[src/rtl/pipe_fetch_ctrl.sv]
// Fetch-stage controller: owns the PC, sequences it against a variable-latency
// instruction memory, and buffers a redirect that lands during an outstanding fetch.
// Optional exception entry is enabled by defining PIPEFETCH_EXC_EN.
module pipe_fetch_ctrl #(
   parameter logic [31:0] RESET_PC   = 32'h0000_0000,
   parameter logic [31:0] EXC_VECTOR = 32'h0000_0008
) (
   input  logic        clk,
   input  logic        clr,
   input  logic        stall,
   input  logic [1:0]  pcsrc,
   input  logic [31:0] bpc,
   input  logic [31:0] rpc,
   input  logic [31:0] jpc,
   input  logic        imem_ack,
`ifdef PIPEFETCH_EXC_EN
   input  logic        exc_req,
   output logic        exc_ack,
   output logic [31:0] epc,
`endif
   output logic [31:0] pc,
   output logic        imem_req,
   output logic        if_valid,
   output logic        if_flush
);

   typedef enum logic [1:0] {
      BOOT  = 2'd0,
      FETCH = 2'd1,
      WAIT  = 2'd2
   } state_t;

   state_t      state, state_nxt;
   logic [31:0] pc_nxt;
   logic [31:0] pend_pc, pend_pc_nxt;
   logic        pend_v, pend_v_nxt;

   logic [31:0] raw_tgt;
   logic [31:0] tgt;
   logic        redir;
   logic        go;

   always_comb begin
      raw_tgt = '0;
      unique case (pcsrc)
         2'b01:   raw_tgt = bpc;
         2'b10:   raw_tgt = rpc;
         2'b11:   raw_tgt = jpc;
         default: raw_tgt = '0;
      endcase
   end

   assign redir = (pcsrc != 2'b00) & ~stall;

`ifdef PIPEFETCH_EXC_EN
   logic        take_exc;
   logic [31:0] epc_nxt;

   // An exception outranks both the ID redirect and the hazard stall.
   assign take_exc = exc_req & (state != BOOT);
   assign go       = take_exc | redir;
   assign tgt      = take_exc ? (EXC_VECTOR & ~32'h3) : (raw_tgt & ~32'h3);
`else
   assign go  = redir;
   assign tgt = raw_tgt & ~32'h3;
`endif

   always_comb begin
      state_nxt   = state;
      pc_nxt      = pc;
      pend_pc_nxt = pend_pc;
      pend_v_nxt  = pend_v;
      imem_req    = 1'b0;
      if_valid    = 1'b0;
      if_flush    = 1'b0;
`ifdef PIPEFETCH_EXC_EN
      exc_ack     = take_exc;
      epc_nxt     = take_exc ? pc : epc;
`endif
      unique case (state)
         BOOT: begin
            state_nxt = FETCH;
         end
         FETCH: begin
            imem_req = 1'b1;
            if_flush = go;
            if (imem_ack) begin
               if (go) begin
                  pc_nxt = tgt;
               end else if (!stall) begin
                  pc_nxt   = pc + 32'd4;
                  if_valid = 1'b1;
               end
            end else if (go) begin
               pend_pc_nxt = tgt;
               pend_v_nxt  = 1'b1;
               state_nxt   = WAIT;
            end
         end
         WAIT: begin
            // The word returning here belongs to the abandoned path, so it is never written.
            imem_req = 1'b1;
            if_flush = go;
            if (go) pend_pc_nxt = tgt;
            if (imem_ack) begin
               if (go)          pc_nxt = tgt;
               else if (pend_v) pc_nxt = pend_pc;
               pend_v_nxt = 1'b0;
               state_nxt  = FETCH;
            end
         end
         default: begin
            state_nxt = BOOT;
         end
      endcase
   end

   always_ff @(posedge clk) begin
      if (clr) begin
         state   <= BOOT;
         pc      <= RESET_PC;
         pend_pc <= '0;
         pend_v  <= 1'b0;
      end else begin
         state   <= state_nxt;
         pc      <= pc_nxt;
         pend_pc <= pend_pc_nxt;
         pend_v  <= pend_v_nxt;
      end
   end

`ifdef PIPEFETCH_EXC_EN
   always_ff @(posedge clk) begin
      if (clr) epc <= '0;
      else     epc <= epc_nxt;
   end
`endif

endmodule

[config.mk]
export PLATFORM = sky130hd
export DESIGN_NAME = pipe_fetch_ctrl
export DESIGN_NICKNAME = d
export VERILOG_FILES = /design/src/rtl/pipe_fetch_ctrl.sv
export SDC_FILE = /design/constraint.sdc
export NUM_CORES = 1
export LEC_CHECK = 0
export BUFFER_PORTS_ARGS = -buffer_cell sky130_fd_sc_hd__buf_2
export CELL_PAD_IN_SITES_DETAIL_PLACEMENT = 1
export CELL_PAD_IN_SITES_GLOBAL_PLACEMENT = 1
export CORE_UTILIZATION = 37
export DETAILED_ROUTE_END_ITERATION = 10
export GPL_ROUTABILITY_DRIVEN = 0
export PLACE_DENSITY = 0.88
export SKIP_LAST_GASP = 1
export SLEW_MARGIN = 30
export SYNTH_ARGS = -nofsm -noshare
export SYNTH_HDL_FRONTEND = slang
export SYNTH_SLANG_ARGS = --single-unit
[constraint.sdc]
create_clock -name clk -period 2.01 [get_ports clk]
set_input_delay 0.402 -clock clk [delete_from_list [all_inputs] [get_ports clk]]
set_output_delay 0.402 -clock clk [all_outputs]
set_load 0.03 [all_outputs]
# After elaboration in Yosys (flattened, before gate mapping)
# Index checks and enable logic that the tools add are counted.
op_classes:
  add_sub_neg: 1
  n_mul: 0
  n_div: 0
  order_cmp: 0
  eq_ne: 11
  shift: 0
  muxes: 25
  bitwise: 2
  n_reduce_logical: 8
ops:
  columns: ["op", "count"]
  rows:
  - ["$mux W32", 8]
  - ["$pmux W32 S2", 2]
  - ["$pmux W32 S3", 1]
  - ["$add A32 B3 Y32 const B", 1]
  - ["$mux W1", 9]
  - ["$ne A2 B2 Y1 const B", 4]
  - ["$eq A2 B2 Y1 const B", 3]
  - ["$mux W2", 3]
  - ["$ne A3 B3 Y1 const B", 2]
  - ["$pmux W2 S3", 1]
  - ["$reduce_and A5 Y1", 1]
  - ["$eq A2 B1 Y1 const B", 2]
  - ["$reduce_and A4 Y1", 1]
  - ["$reduce_bool A2 Y1", 2]
  - ["$reduce_and A3 Y1", 1]
  - ["$logic_not A2 Y1", 1]
  - ["$pmux W1 S2", 1]
  - ["$reduce_and A2 Y1", 1]
  - ["$reduce_or A2 Y1", 1]
  - ["$and A1 B1 Y1", 1]
  - ["$not A1 Y1", 1]
word_totals:
  reg_bits: 67
  latchBits: 0
  ramBits: 0
  mem_bits_ro: 0
  inputBits: 102
  output_inout_bits: 35
  wordCells: 51
  n_memories: 0

# Longest topological paths before layout
# Gate-level depths: netlist (run 1).
depth:
  ltp_word: 5
  depth_mapped: 9
  depth_no_buf: 7

# Least setup slack after synthesis (run 1)
# Ideal clock, no wire load.
synth_timing:
  path_kind: "in2out"
  startpoint: "in pcsrc[1]"
  endpoint: "out if_valid"
  t_arrival_ns: 1.787
  required_time_ns: 1.608
  setup_slack_ns: -0.179
  cell_stages: 3
  n_path_buf: 2
  cell_sequence: "clkbuf_1 > clkbuf_1 > nor4_1"
synth_between:
  elab_chain_cells: 5
synth_rtl:
  columns: ["item", "line", "text"]
  rows:
  - ["start, declared", "11", "input logic [1:0] pcsrc,"]
  - ["$reduce_bool A2 Y1", "53", "assign redir = (pcsrc != 2'b00) & ~stall;"]
  - ["$and A1 B1 Y1", "53", null]
  - ["$mux W1", "88", "if (go) begin"]
  - ["$mux W1", "87", "if (imem_ack) begin"]
  - ["$mux W1", "80", "unique case (state)"]
  - ["end, declared", "23", "output logic if_valid,"]
# Every way passes these cells.

# Worst setup path in the final report (run 1)
layout_timing:
  startpoint: "reg state[0]"
  endpoint: "reg pc[3]"
layout_between:
  elab_chain_cells: 3
  elab_cells_between_ends: 9
  classes_between: "eq/ne: 6; mux: 1; reduce/logical: 2"
layout_rtl:
  columns: ["item", "line", "text"]
  rows:
  - ["start, declared", "33", "state_t state, state_nxt;"]
  - ["start signal, assigned", "125", "state <= state_nxt;"]
  - ["$eq A2 B2 Y1 / $eq A2 B1 Y1 (equally long branches)", "80", null]
  - ["$ne A3 B3 Y1 (no line), or another cell as far along", null, null]
  - ["$reduce_and A5 Y1 (no line)", null, null]
  - ["end signal, assigned", "126", "pc <= pc_nxt;"]
  - ["end, declared", "21", "output logic [31:0] pc,"]
# Parallel ways exist; a longest one is shown, timed or not.
# A chain may end at the register's enable or synchronous reset.

==> results of run 1 <==
[cells by family (layout without fill, tap and decap cells)]
group	after synthesis	in the layout	synth area share [%]
AOI/OAI and AO/OA	184	184	28.73
muxes	32	32	8.237
xor gates and xnor gates	3	3	0.6070
and+or+nand+nor	210	210	24.45
DFF	67	67	30.98
adders and majority gates	4	4	1.156
buffers and inverters	62	212	5.838
[final timing paths]
kind / from / slack, ps / end / cells after the start
max: state[0] / 70 / pc[3] / 8
min: bpc[17] / 400 / pend_pc[17] / 3
max reg2reg: state[0] / 70 / pc[3] / 8
min reg2reg: pc[1] / 470 / pc[1] / 2
[through the flow]
step           total power, mW  utilization (%)
2_1_floorplan            2.124                -
3_3_place_gp             2.491            47.80
3_5_place_dp             2.557            47.80
4_1_cts                  4.141            50.35
5_1_grt                  4.304            50.56
6_report                 4.143            50.56
[power by group through the flow]
| stage | registers (mW) | logic, mW | clock network, mW |
|---|---|---|---|
| after floorplan | 1.59 | 0.532 | 0 |
| after global placement | 1.53 | 0.958 | 0 |
| after detailed placement | 1.54 | 1.01 | 0 |
| after CTS | 1.52 | 1.03 | 1.60 |
| after global routing | 1.53 | 1.13 | 1.65 |
| final | 1.52 | 1.04 | 1.58 |
[worst max-delay path, cell delays in order, from the launching register on]
cell and delay, ps:
sky130_fd_sc_hd__dfxtp_1 320, sky130_fd_sc_hd__inv_1 90, sky130_fd_sc_hd__ha_2 280, sky130_fd_sc_hd__buf_12 240, sky130_fd_sc_hd__buf_4 230, sky130_fd_sc_hd__mux2i_1 230
sky130_fd_sc_hd__a211oi_1 120, sky130_fd_sc_hd__a21oi_1 220, sky130_fd_sc_hd__nor2_1 70
[final cells by class]
type | count | area [um^2]
sequential | 67 | 1341
multi-input combinational | 433 | 2769
timing repair buffer | 185 | 1154
clock buffer | 14 | 254.0
fill | 1449 | 5645
inverter | 11 | 41.29
tap | 143 | 178.9
clock inverter | 2 | 35.03
[metal layers]
layer	track usage, %	wire (um)	vias to the layer above
met1	32.36	6784	2512
met3	6.584	1116	74
met5	0	0	-
met2	57.28	9195	221
met4	19.83	1001	0
li1	-	-	2407
[state kept, by name, summed over array words and instances, names as in the netlist]
name     cells
pend_pc     32
pend_v       1
state        2
pc          32
[timing repair]
action	CTS	global route
pin swaps	0	1
hold buffers	0	0
resized for setup	1	4
gates cloned	0	0
setup endpoints to repair	1	6
setup buffers	0	1
[placed cells by master, fill, tap and decap left out, types with 5 or more instances in the layout]
cell type / instances
sky130_fd_sc_hd__a22oi_1: 15
sky130_fd_sc_hd__nand2_1: 50
sky130_fd_sc_hd__a211oi_1: 17
sky130_fd_sc_hd__buf_4: 49
sky130_fd_sc_hd__and2_1: 5
sky130_fd_sc_hd__inv_1: 11
sky130_fd_sc_hd__and3_1: 9
sky130_fd_sc_hd__o21ai_0: 33
sky130_fd_sc_hd__a221oi_1: 9
sky130_fd_sc_hd__buf_12: 7
sky130_fd_sc_hd__mux2_2: 29
sky130_fd_sc_hd__clkbuf_16: 9
sky130_fd_sc_hd__nand4_1: 12
sky130_fd_sc_hd__a22o_1: 8
sky130_fd_sc_hd__a31oi_1: 9
sky130_fd_sc_hd__nor3_1: 19
sky130_fd_sc_hd__buf_2: 129
sky130_fd_sc_hd__nor2_1: 61
sky130_fd_sc_hd__a21oi_1: 47
sky130_fd_sc_hd__nand3_1: 20
sky130_fd_sc_hd__dfxtp_1: 67
==> flow_metrics.env, run 1 <==
export IMPL_synth_distinct_cells=62
export IMPL_pre_cts_ws_ps=58.11
export IMPL_yosys_register_bits=67
export IMPL_final_setup_viol_count=0
export IMPL_placed_cells=838
export IMPL_yosysWarningCount=0
export IMPL_yosys_top_cells_count="67 x sky130_fd_sc_hd__dfxtp_1, 63 x sky130_fd_sc_hd__nor2_1, 50 x sky130_fd_sc_hd__nand2_1, 47 x sky130_fd_sc_hd__a21oi_1, 33 x sky130_fd_sc_hd__o21ai_0"
export IMPL_post_route_worst_setup_slack_ps=71.22
export IMPL_worst_hold_slack_ps=395.3
export IMPL_final_period_utilization_pct=96.46
export IMPL_route_vias_total=5214
export IMPL_area_overhead_of_the_layout_relative_to_synthesis_pct=33.35
export IMPL_worst_pin_slew_ps=654.6
export IMPL_cap_violations=0
export IMPL_critPathRequiredTime_ps=2230
export IMPL_hold_violations=0
export IMPL_layout_drive_gt1_share_pct=34.55
export IMPL_layout_min_cycle_time_ps=1939
export IMPL_synth_async_reset_ratio_pct=0
export IMPL_power_combinational_fraction_pct=25.1
export IMPL_grt_antenna_before_repair=0
export IMPL_insertion_delay_ps=340
export IMPL_finClkSkew_ps=5.049
export IMPL_flop_pwr_share_pct=36.7
export IMPL_cell_rows=39
export IMPL_cts_root_buf="sky130_fd_sc_hd__clkbuf_16"
export IMPL_synth_sequential_area_ratio_pct=30.98
export IMPL_first_iter_violations=306
export IMPL_drc=0
export IMPL_yosys_cell_count_top_type="sky130_fd_sc_hd__dfxtp_1"
export IMPL_design_area_um2=5773
export IMPL_cp_arrival_ps=2160
export IMPL_port_buffers=130
export IMPL_synth_enable_flop_cells=0
export IMPL_setup_repair_after_global_routing_missed_its_margin="no"
export IMPL_tritoncts_num_sinks=67
export IMPL_cellPowerDensity_nw_per_um2=717.7
export IMPL_fin_setup_tns_ps=0
export IMPL_initial_core_util_pct=37.91
export IMPL_vdd_drop_max_mv=0.5868
export IMPL_holdCritPathClass="input pin to flop"
export IMPL_grt_max_degree=60
export IMPL_postRouteWirelength_um=18100
export IMPL_first_pass_iters=5
export IMPL_hpwlAfterDp_um=13260
export IMPL_synth_largest_area_cell="sky130_fd_sc_hd__dfxtp_1"
export IMPL_number_of_global_route_vias_before_repair=5698
export IMPL_nets=813
export IMPL_power_frac_clock_pct=38.2
export IMPL_postSynthNetCount=668
export IMPL_antenna_cells=0
export IMPL_first_pass_grt_wire_length_um=28550
export IMPL_maxClockFrequency_mhz=515.8
export IMPL_synth_top_area_share_pct=30.98
export IMPL_netlist_area_um2=4329
export IMPL_sw_ratio_pct=31.36
export IMPL_worst_setup_path_start_kind="flop"
export IMPL_power_net_switching_mw=1.299
export IMPL_cts_buffers=9
export IMPL_htreeDepth=3
export IMPL_critPathKind="flop to flop"
export IMPL_synth_avg_cell_area_um2=7.703
export IMPL_cp_end_kind="flop"
export IMPL_most_used_flip_flop_cell_after_synthesis="sky130_fd_sc_hd__dfxtp_1"
export IMPL_fp_coreArea_um2=11420
export IMPL_final_cell_count_no_fill=855
export IMPL_floorplan_die_area_um2=12140
export IMPL_run_status="finished, final reports clean"
export IMPL_tritoncts="done"
export IMPL_detail_routed_net_length_per_standard_cell_um=21.17
export IMPL_netlist_top_cells_area="sky130_fd_sc_hd__dfxtp_1 31%, sky130_fd_sc_hd__mux2_2 7.5%, sky130_fd_sc_hd__nor2_1 5.5%"
export IMPL_path_max_fanout=38
export IMPL_die_height_um=110.2
export IMPL_die_w_um=110.2
export IMPL_boundaryPins=137
export IMPL_placed_area_um2=5458
export IMPL_timing_max_transition_violations_final=0
export IMPL_worst_setup_hold_path_clk_slew_ps=60
export IMPL_via_per_inst=6.098
export IMPL_internal_power_mw=2.844
export IMPL_clk_path_buf_depth=2
export IMPL_synthesis_instances=562
export IMPL_detail_route_antenna_nets=0
export IMPL_cellLeakagePower_nw=2.358
export IMPL_grt_ovfl_total=0
export IMPL_maxSlewHeadroom_pct=55.90
export IMPL_globalRouteTotalUtil_pct=31.28
Note: power is estimated with default switching activity, not from simulation.
==> run 2: changes to the inputs <==
--- a/config.mk
+++ b/config.mk
@@ -6,6 +6,7 @@
 export NUM_CORES = 1
 export LEC_CHECK = 0
 export BUFFER_PORTS_ARGS = -buffer_cell sky130_fd_sc_hd__buf_2
+export CAP_MARGIN = 0
 export CELL_PAD_IN_SITES_DETAIL_PLACEMENT = 1
 export CELL_PAD_IN_SITES_GLOBAL_PLACEMENT = 1
 export CORE_UTILIZATION = 37
==> constraint.sdc (replaced) <==
create_clock -name clk -period 2.01 [get_ports clk]
set_input_delay 0.5025 -clock clk [delete_from_list [all_inputs] [get_ports clk]]
set_output_delay 0.5025 -clock clk [all_outputs]
set_load 0.03 [all_outputs]
==> run 2 against run 1 <==
Against the previous run:
- the run now ends with setup timing left
- non-clock buffer count increased by 9
- critical endpoint is now if_flush
- via count increased by 10%
- largest cell class unchanged
- die area unchanged
- largest power group unchanged
==> flow_metrics.env, run 2 (synthesis gave the netlist of run 1 again) <==
export IMPL_holdCritPathClass="input pin to flop"
export IMPL_critPathKind="flop to output port"
export IMPL_hpwlAfterDp_um=13350
export IMPL_worst_pin_slew_ps=594.4
export IMPL_grt_ovfl_total=0
export IMPL_die_w_um=110.2
export IMPL_htreeDepth=3
export IMPL_nets=822
export IMPL_detail_routed_net_length_per_standard_cell_um=23.86
export IMPL_cp_end_kind="output port"
export IMPL_reg_top3="pc: 32 flops, pend_pc: 32 flops, state: 2 flops"
export IMPL_violations="setup timing"
export IMPL_ff2ff_setup_slack_ps=-10
export IMPL_number_of_global_route_vias_before_repair=5707
export IMPL_pre_cts_ws_ps=-71.61
export IMPL_final_cell_count_no_fill=864
export IMPL_port_buffers=130
export IMPL_layout_drive_gt1_share_pct=36.75
export IMPL_first_iter_violations=671
export IMPL_finClkSkew_ps=5.740
export IMPL_detail_route_antenna_nets=0
export IMPL_worst_hold_slack_ps=485.7
export IMPL_post_route_worst_setup_slack_ps=-72.91
export IMPL_hold_path_startpoint="bpc[3]"
export IMPL_grt_antenna_before_repair=0
export IMPL_final_period_utilization_pct=103.6
export IMPL_cellLeakagePower_nw=2.415
export IMPL_floorplan_die_area_um2=12140
export IMPL_maxClockFrequency_mhz=480.1
export IMPL_area_overhead_of_the_layout_relative_to_synthesis_pct=36.45
export IMPL_placed_cells=846
export IMPL_first_pass_iters=6
export IMPL_tritoncts="done"
export IMPL_postRouteWirelength_um=20620
export IMPL_antenna_cells=0
export IMPL_layout_cells_most_common="sky130_fd_sc_hd__buf_2"
export IMPL_final_setup_viol_count=2
export IMPL_path_max_fanout=5
export IMPL_insertion_delay_ps=340
export IMPL_hold_buf_count_cts=0
export IMPL_cts_root_buf="sky130_fd_sc_hd__clkbuf_16"
export IMPL_cellPowerDensity_nw_per_um2=746.4
export IMPL_cp_arrival_ps=1580
export IMPL_initial_core_util_pct=37.91
export IMPL_fp_coreArea_um2=11420
export IMPL_route_vias_total=5752
export IMPL_regToRegEndpoint="pend_pc[4]"
export IMPL_cts_buffers=9
export IMPL_design_area_um2=5907
export IMPL_grt_max_degree=47
export IMPL_clk_path_buf_depth=2
export IMPL_placed_area_um2=5528
export IMPL_drc=0
export IMPL_first_pass_grt_wire_length_um=30290
export IMPL_die_height_um=110.2
export IMPL_hold_violations=0
export IMPL_worstRegToRegCells=7
export IMPL_globalRouteTotalUtil_pct=32.87
export IMPL_maxSlewHeadroom_pct=59.96
export IMPL_run_status="complete, but fails checks"
export IMPL_setup_repair_after_global_routing_missed_its_margin="yes"
export IMPL_cap_violations=0
export IMPL_crit_reg2reg_launch="state[0]"
export IMPL_tritoncts_num_sinks=67
export IMPL_cell_rows=39
export IMPL_worst_setup_hold_path_clk_slew_ps=60
export IMPL_min_delay_path_depth=3
export IMPL_layout_min_cycle_time_ps=2083
export IMPL_vdd_drop_max_mv=0.3973
export IMPL_worst_setup_path_start_kind="flop"
export IMPL_timing_hold_worst_endpoint="pend_pc[3]"
export IMPL_critPathRequiredTime_ps=1510
export IMPL_layout_cells_most_common_list="129 x sky130_fd_sc_hd__buf_2, 64 x sky130_fd_sc_hd__dfxtp_1, 61 x sky130_fd_sc_hd__nor2_1, 56 x sky130_fd_sc_hd__buf_4, 50 x sky130_fd_sc_hd__nand2_1"
export IMPL_via_per_inst=6.657
export IMPL_timing_max_transition_violations_final=0
export IMPL_boundaryPins=137
[run 2: power by group]
part	internal [mW]	leakage (nW)	switching [mW]
Combinational	0.436	1.72	0.679
Sequential	1.43	0.546	0.106
Clock	1.08	0.147	0.673
[run 2: repair_timing]
item	4_1_cts	5_1_grt
gates resized for setup	4	10
buffers inserted	0	2
setup endpoints to repair	7	20
pin swaps	0	2
[run 2: area by class of cell]
type                       instances  area (um^2)
clock buffer                       9        225.2
clock inverter                     7        92.59
fill                            1446         5512
inverter                          11        41.29
multi-input combinational        433         2795
sequential                        67         1345
tap                              143        178.9
timing repair buffer             194         1229
[run 2: how the worst max path moves through the flow]
| stage | startpoint | end | slack (ps) | depth (start not counted) |
|---|---|---|---|---|
| final | state[1] | if_flush | -70 | 4 |
| after global routing | state[0] | pc[4] | -100 | 7 |
| after CTS | state[1] | if_valid | 4 | 5 |
| after detailed placement | pcsrc[0] | pend_pc[22] | -70 | 7 |
| after global placement | pcsrc[0] | pc[30] | -0.3 | 7 |
| after floorplan | pc[4] | pc[31] | 50 | 6 |
[run 2: layer usage]
metal	track usage, %	share of wire (%)
met3	8.348	9.8
met2	54.51	47
met4	13.25	5.3
met5	0	0
met1	40.61	38
[run 2: worst max-delay path, stage by stage (launching register included)]
cell and delay [ps]:
sky130_fd_sc_hd__dfxtp_1 400, sky130_fd_sc_hd__inv_2 100, sky130_fd_sc_hd__ha_1 370, sky130_fd_sc_hd__and2_2 170, sky130_fd_sc_hd__buf_2 200
[run 2: per-stage QoR]
step	TNS (ps)	power, mW	utilization, %
after floorplan	0	2.127	-
after global placement	-0.2636	2.503	48.41
after detailed placement	-333.2	2.571	48.41
after CTS	0	4.303	51.27
after global routing	-772.3	4.514	51.73
final	-84.15	4.409	51.73
==> run 3: changes to the inputs <==
--- a/config.mk
+++ b/config.mk
@@ -13,6 +13,7 @@
 export DETAILED_ROUTE_END_ITERATION = 10
 export GPL_ROUTABILITY_DRIVEN = 0
 export PLACE_DENSITY = 0.88
+export REMOVE_ABC_BUFFERS = 1
 export SKIP_LAST_GASP = 1
 export SLEW_MARGIN = 30
 export SYNTH_ARGS = -nofsm -noshare
==> run 3 against run 2 <==
Against the previous run:
- the flow now finishes without violations
- final area fell by 3.5%
- clock-buffer cell count grew 2
- flip-flop and latch count did not move
- critical path depth grew 1
- non-clock buffer count down 17
- sequential power barely moved
- final cell count fell by 2.2%
- wire length shrank 20%
- worst hold slack got worse by 23 ps
- combinational power shrank 9%
- critical endpoint is now if_valid
- largest cell class unchanged
- highest routed layer unchanged
==> flow_metrics.env, run 3 (synthesis gave the netlist of run 1 again) <==
export IMPL_first_iter_violations=138
export IMPL_layout_cells_most_common="sky130_fd_sc_hd__buf_2"
export IMPL_cell_rows=39
export IMPL_crit_chain="inv_2 > ha_4 > nand2_1 > nor4_2 > buf_4"
export IMPL_placed_area_um2=5331
export IMPL_run_status="finished, final reports clean"
export IMPL_holdCritPathClass="flop to flop"
export IMPL_first_pass_iters=4
export IMPL_hpwlAfterDp_um=11800
export IMPL_critPathRequiredTime_ps=1510
export IMPL_maxSlewHeadroom_pct=63.13
export IMPL_hold_buf_count_cts=0
export IMPL_grt_max_degree=37
export IMPL_fp_coreArea_um2=11420
export IMPL_final_setup_viol_count=0
export IMPL_worst_hold_slack_ps=462.3
export IMPL_layout_min_cycle_time_ps=1963
export IMPL_cts_buffers=9
export IMPL_boundaryPins=137
export IMPL_crit_startpoint="state[1]"
export IMPL_vdd_drop_max_mv=0.3115
export IMPL_insertion_delay_ps=340
export IMPL_initial_core_util_pct=37.91
export IMPL_die_w_um=110.2
export IMPL_detail_route_antenna_nets=0
export IMPL_antenna_cells=0
export IMPL_detail_routed_net_length_per_standard_cell_um=19.41
export IMPL_power_frac_clock_pct=38.1
export IMPL_cts_root_buf="sky130_fd_sc_hd__clkbuf_16"
export IMPL_finClkSkew_ps=3.963
export IMPL_route_vias_total=5147
export IMPL_setup_repair_after_global_routing_missed_its_margin="yes"
export IMPL_number_of_global_route_vias_before_repair=5435
export IMPL_critPathKind="flop to output port"
export IMPL_design_area_um2=5700
export IMPL_layout_drive_gt1_share_pct=34.33
export IMPL_grt_ovfl_total=0
export IMPL_power_combinational_fraction_pct=24.7
export IMPL_cp_end_kind="output port"
export IMPL_cap_violations=0
export IMPL_critPathMaxStageDelay_ps=350
export IMPL_hold_violations=0
export IMPL_cp_arrival_ps=1460
export IMPL_htreeDepth=3
export IMPL_nets=805
export IMPL_cellLeakagePower_nw=2.335
export IMPL_drc=0
export IMPL_die_height_um=110.2
export IMPL_port_buffers=130
export IMPL_maxClockFrequency_mhz=509.4
export IMPL_cellPowerDensity_nw_per_um2=719.9
export IMPL_power_net_switching_mw=1.276
export IMPL_post_route_util_pct=49.92
export IMPL_reg_top3="pc: 32 flops, pend_pc: 32 flops, state: 2 flops"
export IMPL_internal_power_mw=2.828
export IMPL_crit_reg2reg_launch="state[0]"
export IMPL_timing_max_transition_violations_final=0
export IMPL_flop_pwr_share_pct=37.2
export IMPL_grt_antenna_before_repair=0
export IMPL_postRouteWirelength_um=16400
export IMPL_final_period_utilization_pct=97.67
export IMPL_hold_path_startpoint="pc[1]"
export IMPL_floorplan_die_area_um2=12140
export IMPL_tritoncts="done"
export IMPL_via_per_inst=6.091
export IMPL_layout_cells_most_common_list="129 x sky130_fd_sc_hd__buf_2, 66 x sky130_fd_sc_hd__dfxtp_1, 62 x sky130_fd_sc_hd__nor2_1, 50 x sky130_fd_sc_hd__nand2_1, 47 x sky130_fd_sc_hd__a21oi_1"
export IMPL_area_overhead_of_the_layout_relative_to_synthesis_pct=31.68
export IMPL_critPathSlowestCell="sky130_fd_sc_hd__dfxtp_1"
export IMPL_worst_pin_slew_ps=547.9
export IMPL_first_pass_grt_wire_length_um=26280
export IMPL_tritoncts_num_sinks=67
export IMPL_globalRouteTotalUtil_pct=28.38
export IMPL_fin_setup_tns_ps=0
export IMPL_sw_ratio_pct=31.10
export IMPL_path_max_fanout=8
export IMPL_worst_setup_hold_path_clk_slew_ps=50
export IMPL_clk_path_buf_depth=2
export IMPL_worst_setup_path_start_kind="flop"
==> run 3: critical path: cells and delay by family, from the launching register on <==
| kind | cells | cell delay, ps |
|---|---|---|
| adders and majority gates | 1 | 180 |
| DFF | 1 | 350 |
| buffers and inverters | 2 | 320 |
| and+or+nand+nor | 2 | 280 |
==> run 3: layout make-up <==
cell class,count,area (um^2)
fill,1448,5718
multi-input combinational,433,2814
sequential,67,1343
timing repair buffer,177,1041
clock buffer,11,242.7
tap,143,178.9
inverter,11,41.29
clock inverter,3,40.04
==> run 3: worst paths after layout <==
check	end	slack, ps	cells after the start
hold / removal	pc[1]	460	2
hold reg to reg	pc[1]	460	2
setup / recovery	if_valid	50	5
setup reg to reg	pc[22]	90	8
==> run 3: per-layer routing <==
layer  share of wire (%)  vias up  GRT usage, %
met1                  40     2530         32.12
met3                 5.9       45         4.115
li1                    -     2381             -
met2                  52      191         52.14
met4                 2.7        0         13.35
met5                   0        -             0
==> run 3: power groups by stage <==
stage | clock [mW] | combinational, mW | sequential [mW]
6_report | 1.56 | 1.01 | 1.53
5_1_grt | 1.64 | 1.11 | 1.54
4_1_cts | 1.57 | 0.982 | 1.52
3_5_place_dp | 0 | 0.970 | 1.55
3_3_place_gp | 0 | 0.924 | 1.54
2_1_floorplan | 0 | 0.466 | 1.60
==> run 3: repair_timing <==
action | 4_1_cts | 5_1_grt
resized for setup | 2 | 10
buffers inserted | 0 | 3
pin swaps | 0 | 1
setup endpoints to repair | 1 | 8
hold endpoints to repair | 0 | 0
==> run 3: per-stage QoR <==
stage | power [mW] | cells | setup WS [ps]
2_1_floorplan | 2.062 | 511 | -1534
3_3_place_gp | 2.461 | 828 | -43.81
3_5_place_dp | 2.516 | 828 | -111.4
4_1_cts | 4.076 | 842 | 11.50
5_1_grt | 4.284 | 845 | -29.34
6_report | 4.104 | 845 | 46.83
